## src/rtl/sar_pkg.sv

```systemverilog
// rtl/sar_pkg.sv - shared constants, FSM state type and width helper for the SAR serial receiver
package sar_pkg;

    localparam int BIT_ADC_DEF = 8;

    typedef enum logic [1:0] {
        IDLE   = 2'd0,
        SAMPLE = 2'd1,
        SHIFT  = 2'd2
    } sar_state_t;

    // Enough bits to hold the values 0..n.
    function automatic int cnt_width(input int n);
        return $clog2(n + 1);
    endfunction

endpackage

```

## src/rtl/sar_rx_hold_reg.sv

```systemverilog
// rtl/sar_rx_hold_reg.sv - valid/ready holding register with commit input and overrun pulse
module sar_rx_hold_reg #(
    parameter int W = 8
) (
    input  logic         clk,
    input  logic         rst,
    input  logic         commit,
    input  logic [W-1:0] commit_data,
    input  logic         ready,
    output logic [W-1:0] data,
    output logic         valid,
    output logic         overrun
);

    logic load;

    // A full register still takes a new word when the old one leaves this same cycle.
    assign load = commit && (!valid || ready);

    always_ff @(posedge clk) begin
        if (rst) begin
            data    <= '0;
            valid   <= 1'b0;
            overrun <= 1'b0;
        end else begin
            overrun <= commit && valid && !ready;
            if (load) begin
                data  <= commit_data;
                valid <= 1'b1;
            end else if (valid && ready) begin
                valid <= 1'b0;
            end
        end
    end

endmodule

```

## src/rtl/sar_serial_rx.sv

```systemverilog
// rtl/sar_serial_rx.sv - SC-framed MSB-first serial word receiver; SAR_RX_CNT_EN adds SAMPLE_CNT
module sar_serial_rx
    import sar_pkg::*;
#(
    parameter int BIT_ADC = BIT_ADC_DEF
`ifdef SAR_RX_CNT_EN
    ,
    parameter int CNT_W = 16
`endif
) (
    input  logic               CLK,
    input  logic               RST,
    input  logic               SC,
    input  logic               DIGITAL_OUT,
    output logic [BIT_ADC-1:0] DATA,
    output logic               DATA_VALID,
    input  logic               DATA_READY,
    output logic               BUSY,
    output logic               FRAME_ERR,
    output logic               OVERRUN
`ifdef SAR_RX_CNT_EN
    ,
    output logic [CNT_W-1:0]   SAMPLE_CNT
`endif
);

    localparam int CW = cnt_width(BIT_ADC);

    sar_state_t         state;
    logic [BIT_ADC-1:0] shift_reg;
    logic [CW-1:0]      bit_cnt;
    logic               commit;
    logic [BIT_ADC-1:0] commit_data;

    always_ff @(posedge CLK) begin
        if (RST) begin
            state       <= IDLE;
            shift_reg   <= '0;
            bit_cnt     <= '0;
            BUSY        <= 1'b0;
            FRAME_ERR   <= 1'b0;
            commit      <= 1'b0;
            commit_data <= '0;
        end else begin
            commit    <= 1'b0;
            FRAME_ERR <= 1'b0;
            case (state)
                IDLE: begin
                    if (SC) state <= SAMPLE;
                end
                SAMPLE: begin
                    if (!SC) begin
                        shift_reg <= BIT_ADC'(DIGITAL_OUT);
                        bit_cnt   <= CW'(1);
                        state     <= SHIFT;
                        BUSY      <= 1'b1;
                    end
                end
                SHIFT: begin
                    if (SC) begin
                        // Early SC: drop the partial word but honour the new sampling phase.
                        state     <= SAMPLE;
                        BUSY      <= 1'b0;
                        FRAME_ERR <= 1'b1;
                        bit_cnt   <= '0;
                    end else begin
                        shift_reg <= {shift_reg[BIT_ADC-2:0], DIGITAL_OUT};
                        if (bit_cnt == CW'(BIT_ADC - 1)) begin
                            commit      <= 1'b1;
                            commit_data <= {shift_reg[BIT_ADC-2:0], DIGITAL_OUT};
                            state       <= IDLE;
                            BUSY        <= 1'b0;
                            bit_cnt     <= '0;
                        end else begin
                            bit_cnt <= bit_cnt + 1'b1;
                        end
                    end
                end
                default: begin
                    state <= IDLE;
                    BUSY  <= 1'b0;
                end
            endcase
        end
    end

    sar_rx_hold_reg #(
        .W(BIT_ADC)
    ) u_hold (
        .clk         (CLK),
        .rst         (RST),
        .commit      (commit),
        .commit_data (commit_data),
        .ready       (DATA_READY),
        .data        (DATA),
        .valid       (DATA_VALID),
        .overrun     (OVERRUN)
    );

`ifdef SAR_RX_CNT_EN
    logic word_loaded;

    assign word_loaded = commit && (!DATA_VALID || DATA_READY);

    always_ff @(posedge CLK) begin
        if (RST) SAMPLE_CNT <= '0;
        else if (word_loaded) SAMPLE_CNT <= SAMPLE_CNT + 1'b1;
    end
`endif

endmodule

```

## config.mk

```make
export PLATFORM = sky130hd
export DESIGN_NAME = sar_serial_rx
export DESIGN_NICKNAME = d
export VERILOG_FILES = /design/src/rtl/sar_pkg.sv /design/src/rtl/sar_rx_hold_reg.sv /design/src/rtl/sar_serial_rx.sv
export SDC_FILE = /design/constraint.sdc
export NUM_CORES = 1
export LEC_CHECK = 0
export CAP_MARGIN = 20
export CELL_PAD_IN_SITES_DETAIL_PLACEMENT = 1
export CELL_PAD_IN_SITES_GLOBAL_PLACEMENT = 1
export CORE_MARGIN = 2
export CORE_UTILIZATION = 45
export CTS_CLUSTER_SIZE = 25
export DETAILED_ROUTE_END_ITERATION = 12
export DONT_BUFFER_PORTS = 1
export PLACE_DENSITY_LB_ADDON = 0.1
export REMOVE_ABC_BUFFERS = 1
export SKIP_LAST_GASP = 1
export SLEW_MARGIN = 15
export SYNTH_ARGS = -nofsm -noshare
export SYNTH_HDL_FRONTEND = slang
export SYNTH_HIERARCHICAL = 1
export SYNTH_SLANG_ARGS = --single-unit
```

## constraint.sdc

```tcl
create_clock -name CLK -period 1.7 [get_ports CLK]
set_input_delay 0.34 -clock CLK [delete_from_list [all_inputs] [get_ports CLK]]
set_output_delay 0.34 -clock CLK [all_outputs]
set_load 0.03 [all_outputs]
```

==> load_flow_metrics.sql, run 1 <==
INSERT INTO impl_metrics (metric_group, metric, value, unit) VALUES
('synth', 'synth_top_area_cell', 'sky130_fd_sc_hd__dfxtp_1', ''),
('routing', 'initialDrtViolationCount', '42', ''),
('worst_setup_path', 'r2r-start', 'state[1]', ''),
('pwr', 'p_int', '1.03', 'mW'),
('pwr', 'p_leak', '0.517', 'nW'),
('outcome', 'status', 'finished, final reports clean', ''),
('grt', 'gr-total-overflow', '0', ''),
('pwr', 'power.combinational.fraction', '3.3', '%'),
('finish', 'flow.area_growth_from_synthesis', '6.19', '%'),
('worst_hold_path', 'holdCritStartpoint', 'RST', ''),
('routing', 'drt_first_pass_iters', '3', ''),
('synth', 'synth.ff_latch_count', '34', ''),
('grt', 'grt_pass1_vias', '1230', ''),
('worst_setup_path', 'cp-end-kind', 'register', ''),
('pwr', 'power.switching_fraction', '23.4', '%'),
('synth', 'ys_seq_area_share', '44.3', '%'),
('worst_setup_path', 'reg2regPathDepth', '3', ''),
('pwr', 'vdd.ir_drop.worst', '0.487', 'mV'),
('clocking', 'h-tree-depth', '2', ''),
('synth', 'synth_area_per_cell', '9.08', 'um2'),
('finish', 'final_common_cell', 'sky130_fd_sc_hd__dfxtp_1', ''),
('clocking', 'cts_post_setup_buffers_inserted', '0', ''),
('timing', 'period_utilisation_layout', '87.4', '%'),
('timing', 'final_critical_path_setup_slack', '0.215', 'ns'),
('clocking', 'clk_transition_reported_paths', '0.11', 'ns'),
('clocking', 'cts_stage_hold_buffer_count', '0', ''),
('synth', 'ys_top_cells_by_area', 'sky130_fd_sc_hd__dfxtp_1 44%, sky130_fd_sc_hd__nand2b_1 7.3%, sky130_fd_sc_hd__a21oi_1 6.8%, sky130_fd_sc_hd__mux2i_1 5.2%, sky130_fd_sc_hd__o21ai_1 4.9%', ''),
('grt', 'grt_max_degree', '43', ''),
('clocking', 'root_buffer', 'sky130_fd_sc_hd__clkbuf_4', ''),
('grt', 'antenna_found_initial', '0', ''),
('floorplanning', 'core_area', '3310', 'um2'),
('clocking', 'cts.sinks', '34', ''),
('worst_hold_path', 'holdPathEnd', 'bit_cnt[1]', ''),
('worst_hold_path', 'min_path_cells', '1', ''),
('worst_hold_path', 'hp_class', 'in2reg', ''),
('worst_setup_path', 'slowest_stage', 'sky130_fd_sc_hd__dfxtp_1', ''),
('routing', 'wl_per_cell', '14.9', 'um'),
('clocking', 'cts_buffer_depth', '2', ''),
('floorplanning', 'die-area', '3900', 'um2'),
('pwr', 'power.share.clock', '35.9', '%'),
('placed_design', 'number_of_input_and_output_port_buffers_inserted', '0', ''),
('synth', 'synthFlopType', 'sky130_fd_sc_hd__dfxtp_1', ''),
('floorplanning', 'core.rowCount', '21', ''),
('worst_setup_path', 'timing_worst_setup_path_type', 'reg2reg', ''),
('grt', 'grt_pass1_wl', '5660', 'um'),
('synth', 'ys_async_sr_fraction', '0', '%'),
('synth', 'synth.distinct_cells', '35', ''),
('routing', 'via_count', '1169', ''),
('floorplanning', 'starting_density_of_the_core', '46.4', '%'),
('routing', 'routed.top_layer', 'met4', ''),
('timing', 'worst_pin_slew', '0.469', 'ns'),
('worst_setup_path', 'cp_cell_sequence', 'nand2b_1, a211o_1, o31ai_1', ''),
('clocking', 'clk_latency', '0.34', 'ns'),
('clocking', 'cts_buffers', '5', ''),
('floorplanning', 'chipHeight', '62.4', 'um'),
('clocking', 'tritoncts', 'done', ''),
('routing', 'routed-wl-met2', '1500', 'um'),
('synth', 'netlist.area_leader.share', '44.3', '%'),
('placed_design', 'dpl.hpwl', '2160', 'um'),
('worst_setup_path', 'worst_ep_arrival_time', '1.75', 'ns'),
('routing', 'routed_metal_1_wire_length', '1560', 'um'),
('routing', 'route.met3.wl', '108', 'um'),
('grt', 'grtUsageTotal', '18.4', '%'),
('worst_setup_path', 'worstPathMaxFanout', '12', ''),
('finish', 'n_diodes', '0', ''),
('timing', 'setup_repair_after_global_routing_missed_its_margin', 'no', ''),
('timing', 'relSlewSlack', '68.7', '%'),
('floorplanning', 'die_width', '62.4', 'um'),
('worst_setup_path', 'rrSetupSlack', '0.21', 'ns'),
('pwr', 'power_density', '821', 'nW/um2'),
('timing', 'timing.final.hold_violations', '0', '');
==> area by class of cell <==
cell class	instances	area [um2]
clock buffers	7	55.1
clock inverters	1	5.00
fillers	407	1680
inverters	3	11.3
multi-input cells	120	776
flip-flops and latches	34	681
well taps	46	57.6
repair buffers	6	45.0
==> cells by family (layout without fill, tap and decap cells) <==
group	after synthesis	in the layout	synth area share, %
buffers and inverters	15	17	5.13
flip-flops	34	34	44.3
adder cells (fa/ha/maj)	1	1	0.815
AND/OR/NAND/NOR	63	63	25.8
multiplexers	8	8	5.22
AO/OA/AOI/OAI	46	46	17.5
XOR/XNOR	2	2	1.14
==> metal layers <==
| layer | track usage [%] | up-vias |
|---|---|---|
| met5 | 0 | - |
| met3 | 5.41 | 8 |
| met1 | 22.8 | 552 |
| met4 | 8.33 | 0 |
| li1 | - | 589 |
| met2 | 29.4 | 20 |
==> worst max-delay path by stage <==
| stage | from | endpoint | slack (ns) | depth (start not counted) |
|---|---|---|---|---|
| 6_report | state[1] | bit_cnt[3] | 0.21 | 3 |
| 2_1_floorplan | bit_cnt[0] | commit_data[0] | -0.1 | 4 |
| 3_5_place_dp | bit_cnt[1] | commit_data[2] | 0.25 | 5 |
| 4_1_cts | state[1] | bit_cnt[3] | 0.22 | 3 |
| 3_3_place_gp | state[1] | bit_cnt[3] | 0.26 | 3 |
| 5_1_grt | bit_cnt[1] | commit_data[2] | 0.03 | 5 |
==> synthesized netlist by cell type (3+ instances only) <==
master and number:
sky130_fd_sc_hd__nor2_1 3, sky130_fd_sc_hd__clkbuf_1 4, sky130_fd_sc_hd__nor3b_1 7, sky130_fd_sc_hd__nand3_1 10, sky130_fd_sc_hd__and2_1 7, sky130_fd_sc_hd__nand2_1 7, sky130_fd_sc_hd__buf_2 6, sky130_fd_sc_hd__nand2b_1 18
sky130_fd_sc_hd__dfxtp_1 34, sky130_fd_sc_hd__a21oi_1 21, sky130_fd_sc_hd__mux2i_1 8, sky130_fd_sc_hd__o21ai_1 15
==> power by group through the flow <==
stage / logic [mW] / registers, mW / clock network, mW
finish: 0.0443 / 0.814 / 0.481
global route: 0.0493 / 0.815 / 0.537
CTS: 0.0446 / 0.814 / 0.492
detailed placement: 0.0444 / 0.832 / 0
global placement: 0.0425 / 0.831 / 0
floorplan: 0.0279 / 0.834 / 0
==> critical path, delay by kind of cell, from the launching register on <==
kind             cells  cell delay [ns]
flip-flops           1             0.58
AO/OA/AOI/OAI        2             0.56
AND/OR/NAND/NOR      1             0.25
==> per-stage QoR <==
step | cell area, um2 | std cells | power [mW] | hold slack, ns | TNS, ns
2_1_floorplan | 1470 | 157 | 0.862 | 0.409 | -0.831
3_3_place_gp | 1570 | 209 | 0.874 | 0.412 | 0
3_5_place_dp | 1570 | 209 | 0.876 | 0.415 | 0
4_1_cts | 1630 | 217 | 1.35 | 0.0384 | 0
5_1_grt | 1630 | 217 | 1.40 | 0.0162 | 0
6_report | 1630 | 217 | 1.34 | 0.0524 | 0
(Power assumes the default switching activity.)
==> run 2, diff against run 1 <==
PLACE_DENSITY = 0.71   (was unset)
PLACE_DENSITY_LB_ADDON = unset   (was 0.1)
==> run 2 against run 1 <==
  * Worst setup slack got worse by 0.049 ns
  * Global-route usage up 1.0 points
  * Worst hold slack gained 0.0073 ns
  * Via count shrank 0.68%
  * Fmax is 3.2% lower
  * Critical path depth increased by 2
  * Clock skew is 0.0039 ns higher
  * Register-to-register slack worse by 0.05 ns
  * Utilization is 1.1 points higher
  * Die area is the same
  * Largest cell class unchanged
==> load_flow_metrics.sql, run 2 (same netlist as run 1, synthesis figures left out) <==
INSERT INTO impl_metrics (metric_group, metric, value, unit) VALUES
('grt', 'grtUsageTotal', '19.4', '%'),
('worst_setup_path', 'worst_ep_arrival_time', '1.79', 'ns'),
('clocking', 'cts_buffers', '5', ''),
('finish', 'n_diodes', '0', ''),
('routing', 'post-route-drc-count', '0', ''),
('clocking', 'cts_post_setup_buffers_inserted', '0', ''),
('routing', 'routed_via_density', '5.33', ''),
('routing', 'wl', '3260', 'um'),
('timing', 'period_utilisation_layout', '90.2', '%'),
('worst_setup_path', 'slowest_stage', 'sky130_fd_sc_hd__dfxtp_1', ''),
('clocking', 'clk_transition_reported_paths', '0.11', 'ns'),
('routing', 'wl_per_cell', '15.0', 'um'),
('timing', 'timing.final.hold_violations', '0', ''),
('grt', 'grt_util_met2', '35.3', '%'),
('finish', 'layout.core_utilization', '50.3', '%'),
('floorplanning', 'die_width', '62.4', 'um'),
('grt', 'grt_pass1_vias', '1281', ''),
('placed_design', 'number_of_input_and_output_port_buffers_inserted', '0', ''),
('outcome', 'status', 'finished, final reports clean', ''),
('worst_setup_path', 'timing_worst_setup_path_type', 'reg2reg', ''),
('floorplanning', 'core.rowCount', '21', ''),
('grt', 'gr-total-overflow', '0', ''),
('pwr', 'vdd.ir_drop.worst', '0.443', 'mV'),
('finish', 'final_common_cell', 'sky130_fd_sc_hd__dfxtp_1', ''),
('floorplanning', 'core_area', '3310', 'um2'),
('routing', 'via_count', '1161', ''),
('finish', 'flow.area_growth_from_synthesis', '8.48', '%'),
('timing', 'count_of_final_max_slew_check_failures', '0', ''),
('floorplanning', 'starting_density_of_the_core', '46.4', '%'),
('worst_setup_path', 'cp-end-kind', 'register', ''),
('clocking', 'cts_stage_hold_buffer_count', '0', ''),
('worst_setup_path', 'cp_cell_sequence', 'ha_2, nor4bb_2, buf_4, nand3_1, a21oi_1', ''),
('placed_design', 'weighted_congestion_reported_at_the_end_of_routability_driven_placement', '0.839', ''),
('floorplanning', 'design.portCount', '17', ''),
('clocking', 'clk_latency', '0.33', 'ns'),
('finish', 'fillCellCount', '401', ''),
('clocking', 'h-tree-depth', '2', ''),
('timing', 'worst_pin_slew', '0.496', 'ns'),
('timing', 'skew', '0.00982', 'ns'),
('placed_design', 'dpl.hpwl', '2240', 'um'),
('flow_run', 'drv.max_cap_violation_count', '0', ''),
('worst_setup_path', 'rrSetupSlack', '0.17', 'ns'),
('clocking', 'cts_buffer_depth', '2', ''),
('worst_setup_path', 'setup.worst_path.start_class', 'register', ''),
('grt', 'groute.layer.met3.usage', '6.13', '%'),
('timing', 'minimum_period_implied_by_the_final_worst_setup_slack', '1.53', 'ns'),
('timing', 'relSlewSlack', '66.9', '%'),
('timing', 'setup_repair_after_global_routing_missed_its_margin', 'no', ''),
('finish', 'most-common-layout-cells', '34 x sky130_fd_sc_hd__dfxtp_1, 21 x sky130_fd_sc_hd__a21oi_1, 18 x sky130_fd_sc_hd__nand2b_1', ''),
('grt', 'gr-usage-met1', '20.7', '%'),
('timing', 'setup_tns', '0', 'ns'),
('floorplanning', 'die-area', '3900', 'um2'),
('finish', 'number_of_nets_in_the_layout', '177', ''),
('pwr', 'p_leak', '0.529', 'nW'),
('timing', 'setup-violations-final', '0', ''),
('worst_setup_path', 'critPathMaxStageDelay', '0.41', 'ns'),
('grt', 'grt_pass1_wl', '5900', 'um'),
('grt', 'antenna_found_initial', '0', ''),
('routing', 'drt_first_pass_iters', '2', ''),
('worst_hold_path', 'hp_class', 'in2reg', ''),
('routing', 'drtAntennaViolNets', '0', ''),
('clocking', 'cts.sinks', '34', ''),
('clocking', 'root_buffer', 'sky130_fd_sc_hd__clkbuf_4', ''),
('worst_setup_path', 'required', '1.96', 'ns'),
('routing', 'initialDrtViolationCount', '32', ''),
('worst_setup_path', 'worstPathMaxFanout', '9', ''),
('grt', 'grt_max_degree', '43', ''),
('timing', 'max_freq', '652', 'MHz'),
('clocking', 'tritoncts', 'done', ''),
('grt', 'busiest_layer', 'met2', ''),
('finish', 'drive_gt1_share', '12.8', '%'),
('floorplanning', 'chipHeight', '62.4', 'um'),
('pwr', 'power_density', '844', 'nW/um2');
==> run 2: changes by cell type in the layout (fill, tap and decap cells not counted) <==
| cell | before | now |
|---|---|---|
| sky130_fd_sc_hd__nor4bb_1 | 1 | 0 |
| sky130_fd_sc_hd__nor4bb_2 | 1 | 2 |
| sky130_fd_sc_hd__clkbuf_1 | 1 | 0 |
| sky130_fd_sc_hd__ha_1 | 1 | 0 |
| sky130_fd_sc_hd__clkbuf_8 | 1 | 3 |
| sky130_fd_sc_hd__ha_2 | 0 | 1 |
| sky130_fd_sc_hd__buf_4 | 6 | 7 |
| sky130_fd_sc_hd__clkinv_2 | 1 | 0 |
==> run 2: report_power, final <==
| part | switching [mW] | internal [mW] | total [mW] |
|---|---|---|---|
| clock | 0.263 | 0.283 | 0.545 |
| combinational | 0.0246 | 0.0234 | 0.0480 |
| sequential | 0.00919 | 0.803 | 0.812 |
| total | 0.297 | 1.11 | 1.41 |
==> run 2: critical path, delay by kind of cell (launching register included) <==
| kind | cells | cell delay (ns) |
|---|---|---|
| AND/OR/NAND/NOR | 2 | 0.43 |
| adder cells (fa/ha/maj) | 1 | 0.26 |
| buffers and inverters | 1 | 0.22 |
| flip-flops | 1 | 0.41 |
| AO/OA/AOI/OAI | 1 | 0.16 |
==> run 2: area by class of cell <==
| type | count | area (um2) | share of cell area, % |
|---|---|---|---|
| multi-input cells | 120 | 785 | 47.1 |
| flip-flops and latches | 34 | 681 | 40.9 |
| clock buffers | 8 | 78.8 | 4.73 |
| well taps | 46 | 57.6 | 3.46 |
| repair buffers | 7 | 52.6 | 3.16 |
| inverters | 3 | 11.3 | 0.676 |
==> run 2: through the flow <==
stage                     worst slack, ns  power [mW]  cell area [um2]  hold WS, ns  cells
after global placement              0.331       0.874             1580        0.411    210
final                               0.166        1.41             1670       0.0596    218
after CTS                          0.0845        1.43             1660       0.0456    218
after detailed placement            0.144       0.877             1580        0.414    210
after floorplan                   -0.0997       0.862             1470        0.409    157
after global routing               0.0233        1.48             1670       0.0180    218
==> run 2: what timing repair did <==
item | 4_1_cts | 5_1_grt
endpoints found under the hold margin | 0 | 0
endpoints found under the setup margin | 0 | 9
gates resized for setup | 0 | 2
==> run 2: metal layers <==
| layer | vias to the layer above | part of all wire (%) | wire, um |
|---|---|---|---|
| li1 | 591 | - | - |
| met2 | 19 | 53 | 1720 |
| met5 | - | 0 | 0 |
| met3 | 6 | 3.6 | 116 |
| met1 | 545 | 42 | 1370 |
| met4 | 0 | 1.9 | 62 |
==> run 2: path summary, 6_finish.rpt <==
path / from / endpoint / cells after the start
setup / recovery: bit_cnt[1] / commit_data[6] / 5
hold / removal: RST / BUSY / 1
setup reg to reg: bit_cnt[1] / commit_data[6] / 5
hold reg to reg: shift_reg[6] / shift_reg[6] / 2
